`config.mk`:
```
export PLATFORM = sky130hd
export DESIGN_NAME = ram_fifo_flat
export DESIGN_NICKNAME = d
export VERILOG_FILES = /design/src/rtl/ram_fifo_if.sv /design/src/rtl/ram_fifo.sv /design/src/flat_wrapper.sv
export SDC_FILE = /design/constraint.sdc
export NUM_CORES = 1
export LEC_CHECK = 0
export CAP_MARGIN = 20
export CORE_MARGIN = 5
export CORE_UTILIZATION = 64
export CTS_CLUSTER_DIAMETER = 60
export DETAILED_ROUTE_END_ITERATION = 10
export GPL_ROUTABILITY_DRIVEN = 1
export PLACE_DENSITY_LB_ADDON = 0.12
export SLEW_MARGIN = 10
export SYNTH_ARGS = -nofsm -noshare
export SYNTH_HDL_FRONTEND = slang
export SYNTH_SLANG_ARGS = --single-unit
```
`constraint.sdc`:
```
create_clock -name clk -period 5.3 [get_ports clk]
set_input_delay 1.06 -clock clk [delete_from_list [all_inputs] [get_ports clk]]
set_output_delay 1.06 -clock clk [all_outputs]
set_load 0.02 [all_outputs]
```
`src/rtl/ram_fifo_if.sv`:
```
// ---------------------------------------------------------------------------
// ram_fifo_if
// Purpose : bundles the producer/consumer handshake, the status outputs and
//           the peek port of ram_fifo into one interface.
// Signals : enq, din, deq          - enqueue/dequeue requests and enqueue data
//           dout                   - head entry (0 when empty)
//           full, empty, count     - occupancy status
//           ovf, udf               - one-cycle reject pulses
//           peek_addr, peek_data   - non-destructive read at head+offset
//           almost_full/empty      - only when RAM_FIFO_ALMOST_EN is defined
// Modports: master (producer/consumer side), slave (the FIFO itself).
// ---------------------------------------------------------------------------
interface ram_fifo_if #(
    parameter int DATA_W = 8,
    parameter int ADDR_W = 4
) ();
    logic              enq;
    logic [DATA_W-1:0] din;
    logic              deq;
    logic [DATA_W-1:0] dout;
    logic              full;
    logic              empty;
    logic [ADDR_W:0]   count;
    logic              ovf;
    logic              udf;
    logic [ADDR_W-1:0] peek_addr;
    logic [DATA_W-1:0] peek_data;
`ifdef RAM_FIFO_ALMOST_EN
    logic              almost_full;
    logic              almost_empty;

    modport master (
        output enq, din, deq, peek_addr,
        input  dout, full, empty, count, ovf, udf, peek_data,
        input  almost_full, almost_empty
    );

    modport slave (
        input  enq, din, deq, peek_addr,
        output dout, full, empty, count, ovf, udf, peek_data,
        output almost_full, almost_empty
    );
`else
    modport master (
        output enq, din, deq, peek_addr,
        input  dout, full, empty, count, ovf, udf, peek_data
    );

    modport slave (
        input  enq, din, deq, peek_addr,
        output dout, full, empty, count, ovf, udf, peek_data
    );
`endif
endinterface

```
`src/rtl/ram_fifo.sv`:
```
// ---------------------------------------------------------------------------
// ram_fifo
// Purpose : parametrised first-word-fall-through queue on a RAM array with
//           synchronous writes and asynchronous reads. One enqueue and one
//           dequeue may be accepted per cycle. A peek port reads the entry
//           at head+offset through a registered address (one-cycle latency).
// Ports   : clk        - clock, rising edge active
//           rst_n      - asynchronous active-low reset
//           bus        - ram_fifo_if.slave (enq/din/deq, dout, full, empty,
//                        count, ovf, udf, peek_addr, peek_data)
// Options : define RAM_FIFO_ALMOST_EN to add almost_full (count >= AF_LVL)
//           and almost_empty (count <= AE_LVL) to the interface; the AF_LVL
//           and AE_LVL parameters exist only in that build.
// ---------------------------------------------------------------------------
module ram_fifo #(
    parameter int DATA_W = 8,
    parameter int ADDR_W = 4
`ifdef RAM_FIFO_ALMOST_EN
    ,
    parameter int AF_LVL = (1 << ADDR_W) - 2,
    parameter int AE_LVL = 1
`endif
) (
    input  logic        clk,
    input  logic        rst_n,
    ram_fifo_if.slave   bus
);

    localparam int DEPTH = 1 << ADDR_W;

    logic [DATA_W-1:0] r_mem [0:DEPTH-1];
    logic [ADDR_W-1:0] r_wrPtr;
    logic [ADDR_W-1:0] r_rdPtr;
    logic [ADDR_W-1:0] r_peekAddr;
    logic [ADDR_W:0]   r_count;
    logic              r_ovf;
    logic              r_udf;

    logic              w_full;
    logic              w_empty;
    logic              w_enqOk;
    logic              w_deqOk;

    // Status flags come from the occupancy count so that the full and empty
    // cases stay distinct even though the pointers are equal in both.
    assign w_full  = (r_count == (ADDR_W+1)'(DEPTH));
    assign w_empty = (r_count == '0);

    // A full queue still accepts an enqueue when a dequeue frees a slot on
    // the same edge; an empty queue never accepts a dequeue.
    assign w_enqOk = bus.enq & (~w_full | bus.deq);
    assign w_deqOk = bus.deq & ~w_empty;

    // Storage is deliberately not reset; only the pointers define validity.
    always_ff @(posedge clk) begin
        if (w_enqOk) begin
            r_mem[r_wrPtr] <= bus.din;
        end
    end

    // Pointers, occupancy, reject pulses and the peek address register.
    always_ff @(posedge clk or negedge rst_n) begin
        if (!rst_n) begin
            r_wrPtr    <= '0;
            r_rdPtr    <= '0;
            r_peekAddr <= '0;
            r_count    <= '0;
            r_ovf      <= 1'b0;
            r_udf      <= 1'b0;
        end else begin
            if (w_enqOk) begin
                r_wrPtr <= r_wrPtr + 1'b1;
            end
            if (w_deqOk) begin
                r_rdPtr <= r_rdPtr + 1'b1;
            end
            r_count    <= r_count + (ADDR_W+1)'(w_enqOk) - (ADDR_W+1)'(w_deqOk);
            r_ovf      <= bus.enq & w_full & ~bus.deq;
            r_udf      <= bus.deq & w_empty;
            // Offset is taken from the head as it was before this edge and
            // wraps naturally at the pointer width.
            r_peekAddr <= r_rdPtr + bus.peek_addr;
        end
    end

    // Reads are asynchronous, so a peek of a slot written on the previous
    // edge already returns the new data.
    assign bus.dout      = w_empty ? '0 : r_mem[r_rdPtr];
    assign bus.peek_data = r_mem[r_peekAddr];
    assign bus.full      = w_full;
    assign bus.empty     = w_empty;
    assign bus.count     = r_count;
    assign bus.ovf       = r_ovf;
    assign bus.udf       = r_udf;

`ifdef RAM_FIFO_ALMOST_EN
    assign bus.almost_full  = (r_count >= (ADDR_W+1)'(AF_LVL));
    assign bus.almost_empty = (r_count <= (ADDR_W+1)'(AE_LVL));
`endif

endmodule

```
`src/flat_wrapper.sv`:
```
// flat-port wrapper written by rule: the top's interface ports become plain ports
module ram_fifo_flat 
#(
    parameter int DATA_W = 8,
    parameter int ADDR_W = 4

)
  (clk, rst_n, bus_enq, bus_din, bus_deq, bus_peek_addr, bus_dout, bus_full, bus_empty, bus_count, bus_ovf, bus_udf, bus_peek_data);
  ram_fifo_if #(.DATA_W(DATA_W), .ADDR_W(ADDR_W)) bus_i ();
  input  logic clk;
  input  logic rst_n;
  input wire logic [$bits(bus_i.enq)-1:0] bus_enq;
  input wire logic [$bits(bus_i.din)-1:0] bus_din;
  input wire logic [$bits(bus_i.deq)-1:0] bus_deq;
  input wire logic [$bits(bus_i.peek_addr)-1:0] bus_peek_addr;
  output wire logic [$bits(bus_i.dout)-1:0] bus_dout;
  output wire logic [$bits(bus_i.full)-1:0] bus_full;
  output wire logic [$bits(bus_i.empty)-1:0] bus_empty;
  output wire logic [$bits(bus_i.count)-1:0] bus_count;
  output wire logic [$bits(bus_i.ovf)-1:0] bus_ovf;
  output wire logic [$bits(bus_i.udf)-1:0] bus_udf;
  output wire logic [$bits(bus_i.peek_data)-1:0] bus_peek_data;
  assign bus_i.enq = bus_enq;
  assign bus_i.din = bus_din;
  assign bus_i.deq = bus_deq;
  assign bus_i.peek_addr = bus_peek_addr;
  assign bus_dout = bus_i.dout;
  assign bus_full = bus_i.full;
  assign bus_empty = bus_i.empty;
  assign bus_count = bus_i.count;
  assign bus_ovf = bus_i.ovf;
  assign bus_udf = bus_i.udf;
  assign bus_peek_data = bus_i.peek_data;
  ram_fifo #(.DATA_W(DATA_W), .ADDR_W(ADDR_W)) u_core (.clk(clk), .rst_n(rst_n), .bus(bus_i));
endmodule
```
# Word-level counts from Yosys, hierarchy flattened

Memory sizes are Yosys's and may differ from the RTL's.
Index checks and enable logic that the tools add are counted.

Bits in registers: 19
Bits in writable memories: 128
Bits of input ports: 16
Output and inout port bits: 25
Word-level logic and storage cells: 26
Memories kept: 1

Memory list:

| name         | depth | width | read ports | clocked after Yosys merged registers in | wr ports | line           | text |
|---|---|---|---|---|---|---|---|
| u_core.r_mem | 16    | 8     | 2          | 0                                       | 1        | ram_fifo.sv:31 | `logic [DATA_W-1:0] r_mem [0:DEPTH-1];` |

Add/subtract/negate cells: 5
Equal/unequal tests: 1
Mux-type cells: 3
Bitwise gates (word level): 9
Reductions and logical operators: 1

Operator list:

| cell                | number |
|---|---|
| $add 4x1->4 const B | 2 |
| $mux 8              | 1 |
| $add 5x1->5         | 1 |
| $and 1x1->1         | 5 |
| $eq 5x5->1 const B  | 1 |
| $logic_not 5->1     | 1 |
| $sub 5x1->5         | 1 |
| $add 4x4->4         | 1 |
| $not 1->1           | 3 |
| $mux 1              | 2 |
| $or 1x1->1          | 1 |

# Longest topological paths before layout

Gate-level depths: netlist of run 1.

Depth after elaboration: 6
Mapped depth: 13
Mapped depth without buffers: 12

# Least setup slack after synthesis of run 1

Ideal clock, no wire load.

Path type: flip-flop to output port
Start point: register u_core.r_rdPtr[0]
End point: output bus_dout[6]
Arrival time: 1.769 ns
Data required time: 4.240 ns
Path slack: 2.471 ns
Cell stages (with the launch flop): 7
Path buffers: 3
Cell sequence: dfrtp_1 > buf_6 > buf_12 > buf_6 > mux4_1 > mux2i_1 > a211oi_1

Word-level cells in the longest chain between the ends: 2

Ends and longest elaborated chain:

| element                | line               | text |
|---|---|---|
| from (decl)            | ram_fifo.sv:33     | `logic [ADDR_W-1:0] r_rdPtr;` |
| from (signal assigned) | ram_fifo.sv:75     | `r_rdPtr <= r_rdPtr + 1'b1;` |
| $mem_v2 16x8           | --                 |  |
| $mux 8                 | ram_fifo.sv:88     | `assign bus.dout = w_empty ? '0 : r_mem[r_rdPtr];` |
| to (decl)              | flat_wrapper.sv:16 | `output wire logic [$bits(bus_i.dout)-1:0] bus_dout;` |

No other way between the ends.

# Final worst setup path of run 1

Start point: register u_core.r_rdPtr[0]
End point: output bus_dout[7]

Same word-level chain as after synthesis.

==> results of run 1 <==
registers in the layout (all words and copies together), names as in the netlist:
signal	cells
u_core.bus.udf	1
u_core.r_peekAddr	4
u_core.bus.count	5
u_core.r_rdPtr	4
u_core.r_mem	128
u_core.r_wrPtr	4
u_core.bus.ovf	1
cell families after synthesis:
group                      Yosys count  share of synthesized area
DFF                                147                      0.612
muxes                               72                      0.223
and+or+nand+nor                     55                     0.0383
AOI/OAI and AO/OA                   40                     0.0408
buffers and inverters               40                     0.0390
adders and majority gates           16                     0.0305
xor gates and xnor gates            13                     0.0161
final timing paths:
kind | from | end | cells past startpoint | slack [ps]
min | u_core.r_wrPtr[1]$_DFFE_PN0P_ | u_core.r_wrPtr[3]$_DFFE_PN0P_ | 2 | 620
max reg2reg | u_core.bus.count[2]$_DFF_PN0_ | u_core.bus.count[4]$_DFF_PN0_ | 13 | 2480
min in group asynchronous | rst_n | u_core.bus.count[3]$_DFF_PN0_ | 1 | 1050
max | u_core.r_rdPtr[0]$_DFFE_PN0P_ | bus_dout[7] | 5 | 890
max in group asynchronous | rst_n | u_core.r_rdPtr[0]$_DFFE_PN0P_ | 1 | 3610
min reg2reg | u_core.r_wrPtr[1]$_DFFE_PN0P_ | u_core.r_wrPtr[3]$_DFFE_PN0P_ | 2 | 620
layer usage:
| layer | GRT usage | share of wire |
|---|---|---|
| met4 | 0.109 | 0.027 |
| met3 | 0.0616 | 0.090 |
| met2 | 0.421 | 0.51 |
| met1 | 0.340 | 0.38 |
| met5 | 0 | 0 |
cell usage after synthesis, types with 3 or more instances:
library cell | n | area share
sky130_fd_sc_hd__buf_6 | 4 | 0.0064
sky130_fd_sc_hd__a22oi_1 | 16 | 0.017
sky130_fd_sc_hd__clkbuf_8 | 5 | 0.0098
sky130_fd_sc_hd__buf_2 | 5 | 0.0035
sky130_fd_sc_hd__xor2_1 | 4 | 0.0050
sky130_fd_sc_hd__a211oi_1 | 16 | 0.017
sky130_fd_sc_hd__mux4_2 | 49 | 0.16
sky130_fd_sc_hd__dfrtp_1 | 19 | 0.067
sky130_fd_sc_hd__mux2i_1 | 8 | 0.011
sky130_fd_sc_hd__xnor2_1 | 9 | 0.011
sky130_fd_sc_hd__nor2b_1 | 3 | 0.0027
sky130_fd_sc_hd__inv_1 | 12 | 0.0064
sky130_fd_sc_hd__and2_0 | 3 | 0.0027
sky130_fd_sc_hd__a21oi_1 | 3 | 0.0021
sky130_fd_sc_hd__buf_1 | 3 | 0.0016
sky130_fd_sc_hd__nor2_1 | 15 | 0.0080
sky130_fd_sc_hd__nand2_1 | 16 | 0.0085
sky130_fd_sc_hd__edfxtp_1 | 128 | 0.54
sky130_fd_sc_hd__clkbuf_1 | 7 | 0.0037
sky130_fd_sc_hd__nor3_1 | 4 | 0.0028
sky130_fd_sc_hd__ha_1 | 14 | 0.025
sky130_fd_sc_hd__and2_1 | 7 | 0.0062
sky130_fd_sc_hd__mux4_1 | 14 | 0.052
worst max-delay path, stage by stage, from the launching register on:
cell and delay (ps):
sky130_fd_sc_hd__dfrtp_2 1020, sky130_fd_sc_hd__mux4_1 640, sky130_fd_sc_hd__and2_1 170, sky130_fd_sc_hd__a211oi_1 270, sky130_fd_sc_hd__a211oi_1 110, sky130_fd_sc_hd__clkdlybuf4s50_1 590
cell type report:
class / count / area (µm²)
sequential: 147 / 4320
fill: 625 / 2750
multi-input combinational: 196 / 2470
timing repair buffer: 53 / 499
clock buffer: 17 / 414
tap: 140 / 175
clock inverter: 15 / 158
inverter: 13 / 48.8
power breakdown:
group | switching [mW] | leakage [nW] | internal [mW]
Sequential | 0.258 | 1.38 | 1.44
Clock | 0.474 | 0.273 | 0.673
Combinational | 1.00 | 1.14 | 1.02
Total | 1.74 | 2.80 | 3.13
through the flow:
| stage | cell area (µm²) | instances | worst slack, ps | hold WS, ps |
|---|---|---|---|---|
| 5_1_grt | 8090 | 581 | 747 | 641 |
| 3_5_place_dp | 7500 | 547 | 1460 | 606 |
| 6_report | 8090 | 581 | 894 | 620 |
| 3_3_place_gp | 7500 | 547 | 1500 | 589 |
| 2_1_floorplan | 7060 | 383 | 2470 | 515 |
| 4_1_cts | 8070 | 579 | 881 | 614 |
==> results list, run 1 <==
- Avg Vias per Cell: about 6.8
- Growth of design area from synthesis to finish: 14.6%
- Boundary Pins: 41
- Largest fanout on the critical path: 31
- GRT Total Usage: 0.259
- Post-detailed-route DRC marker count: 0
- Final hold violation count: 0
* Commonest cells after routing, fill and taps aside: 128 x sky130_fd_sc_hd__edfxtp_1, 49 x sky130_fd_sc_hd__mux4_2, 40 x sky130_fd_sc_hd__clkdlybuf4s50_1
- In the final timing run, aggregate negative setup slack is 0 ps.
- The clock tree synthesis step divided the H-tree into 4 levels.
* Clock buffer count from CTS: 17
- The floorplan step defined a core boundary enclosing 0.0108 mm².
- After clock tree synthesis, the clock-pin slew on the worst setup and hold paths is around 60 ps.
- Count of vias placed by the detailed router: 3940
- Slew at the pin with the worst max-slew slack: approximately 1200 ps
* Post-synth design cell area: 0.00706 mm²
- Summed over all cells, the static leakage comes to ~2.8 nW.
* Commonest non-fill, non-tap cell in the layout: sky130_fd_sc_hd__edfxtp_1
* Number of global-route vias before repair: 4177
- The detail route stage leaves a number of antenna-violating nets equal to 0.
- The flow ran to the end, and the final reports show no timing, DRC or antenna violations.
- STA classifies the critical path startpoint as a flop.
- The die covers 0.0132 mm².
* Cell Rows: 38
- By startpoint and endpoint, the worst setup path is classified as reg -> out.
- Maximum achievable frequency: 227 MHz
- After clock tree synthesis, the repair step resized 0 gates.
* Weighted congestion at the end of routability-driven global placement: 0.805
* Die width: 115 µm
- The number of pins with negative max-slew slack in the final report is 0.
- The clock passes through at most 2 buffers.
* Initial standard-cell utilization of the core: 0.651
* Routed wire length per instance: 27.4 µm
- Clock tree from TritonCTS: yes
- Maximum Capacitance Violations: 0
- The synthesized design contains roughly 150 register bits.
- Total power draw: a little under 5 mW
* Largest net degree at the start of global routing: 33
- Skew final: ~7.3 ps
- Among all flip-flop cells after synthesis, the most frequent one is sky130_fd_sc_hd__edfxtp_1.
- STA puts the critical path data arrival time at 3350 ps.
- Number of input and output port buffers inserted: 40
- The number of setup buffers added after CTS is 0.
- The net count of the finished layout is 460.
* Number of iterations in the first detailed-routing pass: 7
- The number of hold buffers added after CTS was 0.
- Across the VDD grid, the largest voltage drop is between 0.4 and 0.5 mV.
- Endpoint class of the critical path: output pin
* Yosys warning total: 0
- Total gr overflow: 0
* HPWL after DPL: 10200 µm
- The tree built by TritonCTS fans out to 147 sinks.
* Violation count after the first detailed-route iteration: 372
* Final min period: 4410 ps
* Async set-or-reset flop fraction in the synthesized netlist: 0.129
- Setup violations remaining at the end of the flow were counted as 0.
- In the final layout, the share of cells above drive strength 1 is 0.222.
- Average size of a mapped cell: roughly 18 µm²
- Max-Slew Margin vs Limit: 0.180
- The number of different library cells used by synthesis comes to 36.
- Worst path required time: 4240 ps
* EDFF count, synth: ~130
* Worst-skew pair later-pin latency: 530 ps
- Mapped Cells: 383
- Final Util: 0.746
- Clock tree synthesis selected as its root buffer the cell sky130_fd_sc_hd__clkbuf_8.
- For this run, the register share of the synthesized area comes to 0.612.
- In this run the worst hold path is classified as reg -> reg.
* Die height: 115 µm
* Initial antenna violation count: 0
- Share of the cycle needed by the critical path after routing: 0.831
- Wire length of the first global-routing pass: 24100 µm
- Count of antenna diodes in the layout: 0
- Synthesis produced a netlist with a net count of 415.
- RSZ-0062 raised after global routing: false
- Final wirelength: about 16000 µm
- In this run the power density over the cells is 602 mW/mm².
Power figures use the tool's default switching activity.
==> inputs of run 2 (changes only) <==
--- a/config.mk
+++ b/config.mk
@@ -7,7 +7,7 @@
 export LEC_CHECK = 0
 export CAP_MARGIN = 20
 export CORE_MARGIN = 5
-export CORE_UTILIZATION = 64
+export CORE_UTILIZATION = 54
 export CTS_CLUSTER_DIAMETER = 60
 export DETAILED_ROUTE_END_ITERATION = 10
 export GPL_ROUTABILITY_DRIVEN = 1
==> constraint.sdc (replaced) <==
create_clock -name clk -period 3.7 [get_ports clk]
set_input_delay 0.74 -clock clk [delete_from_list [all_inputs] [get_ports clk]]
set_output_delay 0.74 -clock clk [all_outputs]
set_load 0.02 [all_outputs]
==> run 2 against run 1 <==
- via count decreased by 0.53%
- first-iteration DRC count decreased by 20%
- combinational power increased by 56%
- setup slack got worse by 790 ps
- routed wire length decreased by 1.2%
==> results list, run 2 (synthesis gave the netlist of run 1 again) <==
* Final setup vio count: 0 (unchanged)
* Cell chosen for the clock root: sky130_fd_sc_hd__clkbuf_16
- Setup repair after global routing left no endpoint under its margin.
- Largest net degree at the start of global routing: 33 (unchanged)
- Initial standard-cell utilization of the core: 0.555 (-0.0963)
* Boundary Pins: 41 (unchanged)
- Area inside the core boundary: 0.0127 mm² (+17%)
* Startpoint of the worst register-to-register path: u_core.bus.count[2]$_DFF_PN0_
- The power density over cell area is 865 mW/mm² (+44%).
- Critical path launch point type: flop
- Count of antenna diodes in the layout: 0 (unchanged)
- The worst-case reg-to-reg path depth was 14 (+1).
- For this run, the top clock speed supported by timing is 278 MHz.
- The final antenna-violating net count was 0 (unchanged).
- Clock tree sinks: 147 (unchanged)
* GRT Total Usage: 0.214 (-0.0446)
- The first-pass GRT wire length is 24600 µm (+2.0%).
- Tracing the worst setup path back leads to its startpoint at u_core.r_rdPtr[0]$_DFFE_PN0P_.
- Routed wire length per instance: 24.9 µm (-9.2%)
- Clock buffer count from CTS: 17 (unchanged)
- Die height: 124 µm (+8.1%)
* Setup TNS: 0 ps (unchanged)
- Placed Instance Area: 0.00769 mm² (+2.6%)
- Largest registers: u_core.r_mem (128), u_core.bus.count (5)
- Commonest non-fill, non-tap cell in the layout: sky130_fd_sc_hd__edfxtp_1
* Area of the die: 0.0155 mm² (+17%)
- The quantity of I/O buffers inserted on ports is 40 (unchanged).
- Post-detailed-route DRC marker count: 0 (unchanged)
- The clock edge transition at the registers on the reported setup and hold paths is 50 ps (about the same).
- Min-Delay Path Class: reg -> reg
- Slew at the pin with the worst max-slew slack: 952 ps (-275 ps)
- Worst-skew pair later-pin latency: 420 ps (-110 ps)
* Capture instance of the worst register-to-register path: u_core.bus.count[4]$_DFF_PN0_
- Share of the cycle needed by the critical path after routing: 0.972
- The required arrival time at the worst endpoint was 2960 ps (-1280 ps).
* Register ranked first by flip-flop count: u_core.r_mem
- Status: finished clean
- The share of final-layout standard cells stronger than drive strength 1 is 0.248 (+0.0256).
* Clock Path Buffers: 2 (unchanged)
* Worst-case register-to-register setup slack: 930 ps (-1550 ps)
- The post-layout instance area is 0.00835 mm² (+3.3%).
- Count of vias placed by the detailed router: 3919 (-0.53%)
- Number of hold buffers added after cts: 0 (unchanged)
- Growth of design area from synthesis to finish: 18.3%
- The number of pins with negative max-slew slack in the final report was 0 (unchanged).
- The total congestion overflow came to 0 (unchanged).
* Max-Slew Margin vs Limit: 0.364 (+0.184)
* Final min period: ~3600 ps
* Maximum Capacitance Violations: 0 (unchanged)
- The maximum fanout encountered on the critical timing path is 17 (-45%).
- The total count of hold-check failures in the final report is 0 (unchanged).
* Flip-flop count of the largest register after layout: 128 (unchanged)
- Leaving out fill and tap cells, the most frequent cells in the layout are 128 x sky130_fd_sc_hd__edfxtp_1, 49 x sky130_fd_sc_hd__mux4_2, 40 x sky130_fd_sc_hd__clkdlybuf4s50_1.
* Cell leakage power: 2.93 nW (+4.6%)
- Max rail drop VDD: 0.766 mV (+90%)
- Arrival time at the worst endpoint: 2860 ps (-490 ps)
- The HPWL after detailed placement is 10200 µm (-0.48%).
- The final weighted congestion of routability-driven global placement is 0.867 (+7.7%).
* Number of H-tree levels: 4 (unchanged)
- Number of iterations in the first detailed-routing pass: 5 (-2)
- The via density per instance was 6.20 (-8.6%).
- Critical path destination: bus_dout[1]
* Die width: 124 µm (+8.1%)
* Clock tree from TritonCTS: yes
- The number of antenna violations at the first check in global routing is 0 (unchanged).
- Skew final: 11.5 ps (+4.24 ps)
* Cell Rows: 41 (+7.9%)
- Final wirelength: 15700 µm (-1.2%)
- The net count of the finished layout was 479 (+4.1%).
- The least setup slack across all paths after layout came to 102 ps (-792 ps).
- The count of fill cells added during filler insertion was 899 (+44%).
* Endpoint class of the critical path: output pin
* Start-to-end type of the worst setup path: reg -> out
- Violation count after the first detailed-route iteration: 298 (-20%)
* Worst setup timing slack at the placement stage: 455 ps (-1010 ps)
- Number of global-route vias before repair: 4199 (+0.53%)
## run 2: power by group
| part | switching [mW] | internal [mW] |
|---|---|---|
| logic | 1.59 | 1.57 |
| clock network | 0.631 | 1.13 |
| registers | 0.235 | 2.06 |
## run 2: worst min path at each step
stage	endpoint	startpoint	cells past startpoint
final	u_core.r_rdPtr[3]$_DFFE_PN0P_	u_core.r_rdPtr[1]$_DFFE_PN0P_	2
after global routing	u_core.r_wrPtr[3]$_DFFE_PN0P_	u_core.r_wrPtr[3]$_DFFE_PN0P_	1
after CTS	u_core.r_wrPtr[3]$_DFFE_PN0P_	u_core.r_wrPtr[3]$_DFFE_PN0P_	1
after detailed placement	u_core.r_rdPtr[3]$_DFFE_PN0P_	u_core.r_rdPtr[1]$_DFFE_PN0P_	2
after global placement	u_core.r_rdPtr[3]$_DFFE_PN0P_	u_core.r_rdPtr[1]$_DFFE_PN0P_	2
after floorplan	u_core.bus.count[0]$_DFF_PN0_	rst_n	0
## run 2: critical path: stages (launching register included)
cell and delay (ps):
sky130_fd_sc_hd__dfrtp_4 620, sky130_fd_sc_hd__buf_12 150, sky130_fd_sc_hd__mux4_1 520, sky130_fd_sc_hd__and2_1 170
sky130_fd_sc_hd__a211oi_1 260, sky130_fd_sc_hd__a211oi_1 120, sky130_fd_sc_hd__clkdlybuf4s50_1 600
## run 2: routing by layer
layer	share of wire	wire length, µm	vias to the layer above	global-route usage
met2	0.51	8050	162	0.355
met1	0.40	6350	2029	0.271
met3	0.064	1000	24	0.0566
met4	0.021	325	0	0.0864
li1	-	-	1704	-
met5	0	0	-	0
## run 2: layout make-up
type,instances,area [µm²],share of cell area
multi-input combinational,196,2470,0.296
tap,172,215,0.0258
sequential,147,4320,0.518
clock buffer,24,492,0.0589
timing repair buffer,72,678,0.0812
clock inverter,8,125,0.0150
inverter,13,48.8,0.00584
## run 2: through the flow
stage / utilization / power (mW) / instances / hold slack, ps
global placement: 0.605 / 5.40 / 596 / 564
detailed placement: 0.605 / 5.43 / 596 / 603
floorplan: - / 4.44 / 383 / 444
global route: 0.657 / 7.60 / 632 / 663
finish: 0.657 / 7.22 / 632 / 618
CTS: 0.653 / 7.24 / 628 / 625
## run 2: repair_timing
item | 4_1_cts | 5_1_grt
resized for setup | 1 | 0
setup buffers | 0 | 4
endpoints found under the hold margin | 0 | 0
endpoints found under the setup margin | 2 | 1
==> inputs of run 3 (changes only) <==
--- a/config.mk
+++ b/config.mk
@@ -11,6 +11,7 @@
 export CTS_CLUSTER_DIAMETER = 60
 export DETAILED_ROUTE_END_ITERATION = 10
 export GPL_ROUTABILITY_DRIVEN = 1
+export HOLD_SLACK_MARGIN = 0.05
 export PLACE_DENSITY_LB_ADDON = 0.12
 export SLEW_MARGIN = 10
 export SYNTH_ARGS = -nofsm -noshare
==> results of run 3 <==
Final layout, timing and power as in run 2 (identical DEF).
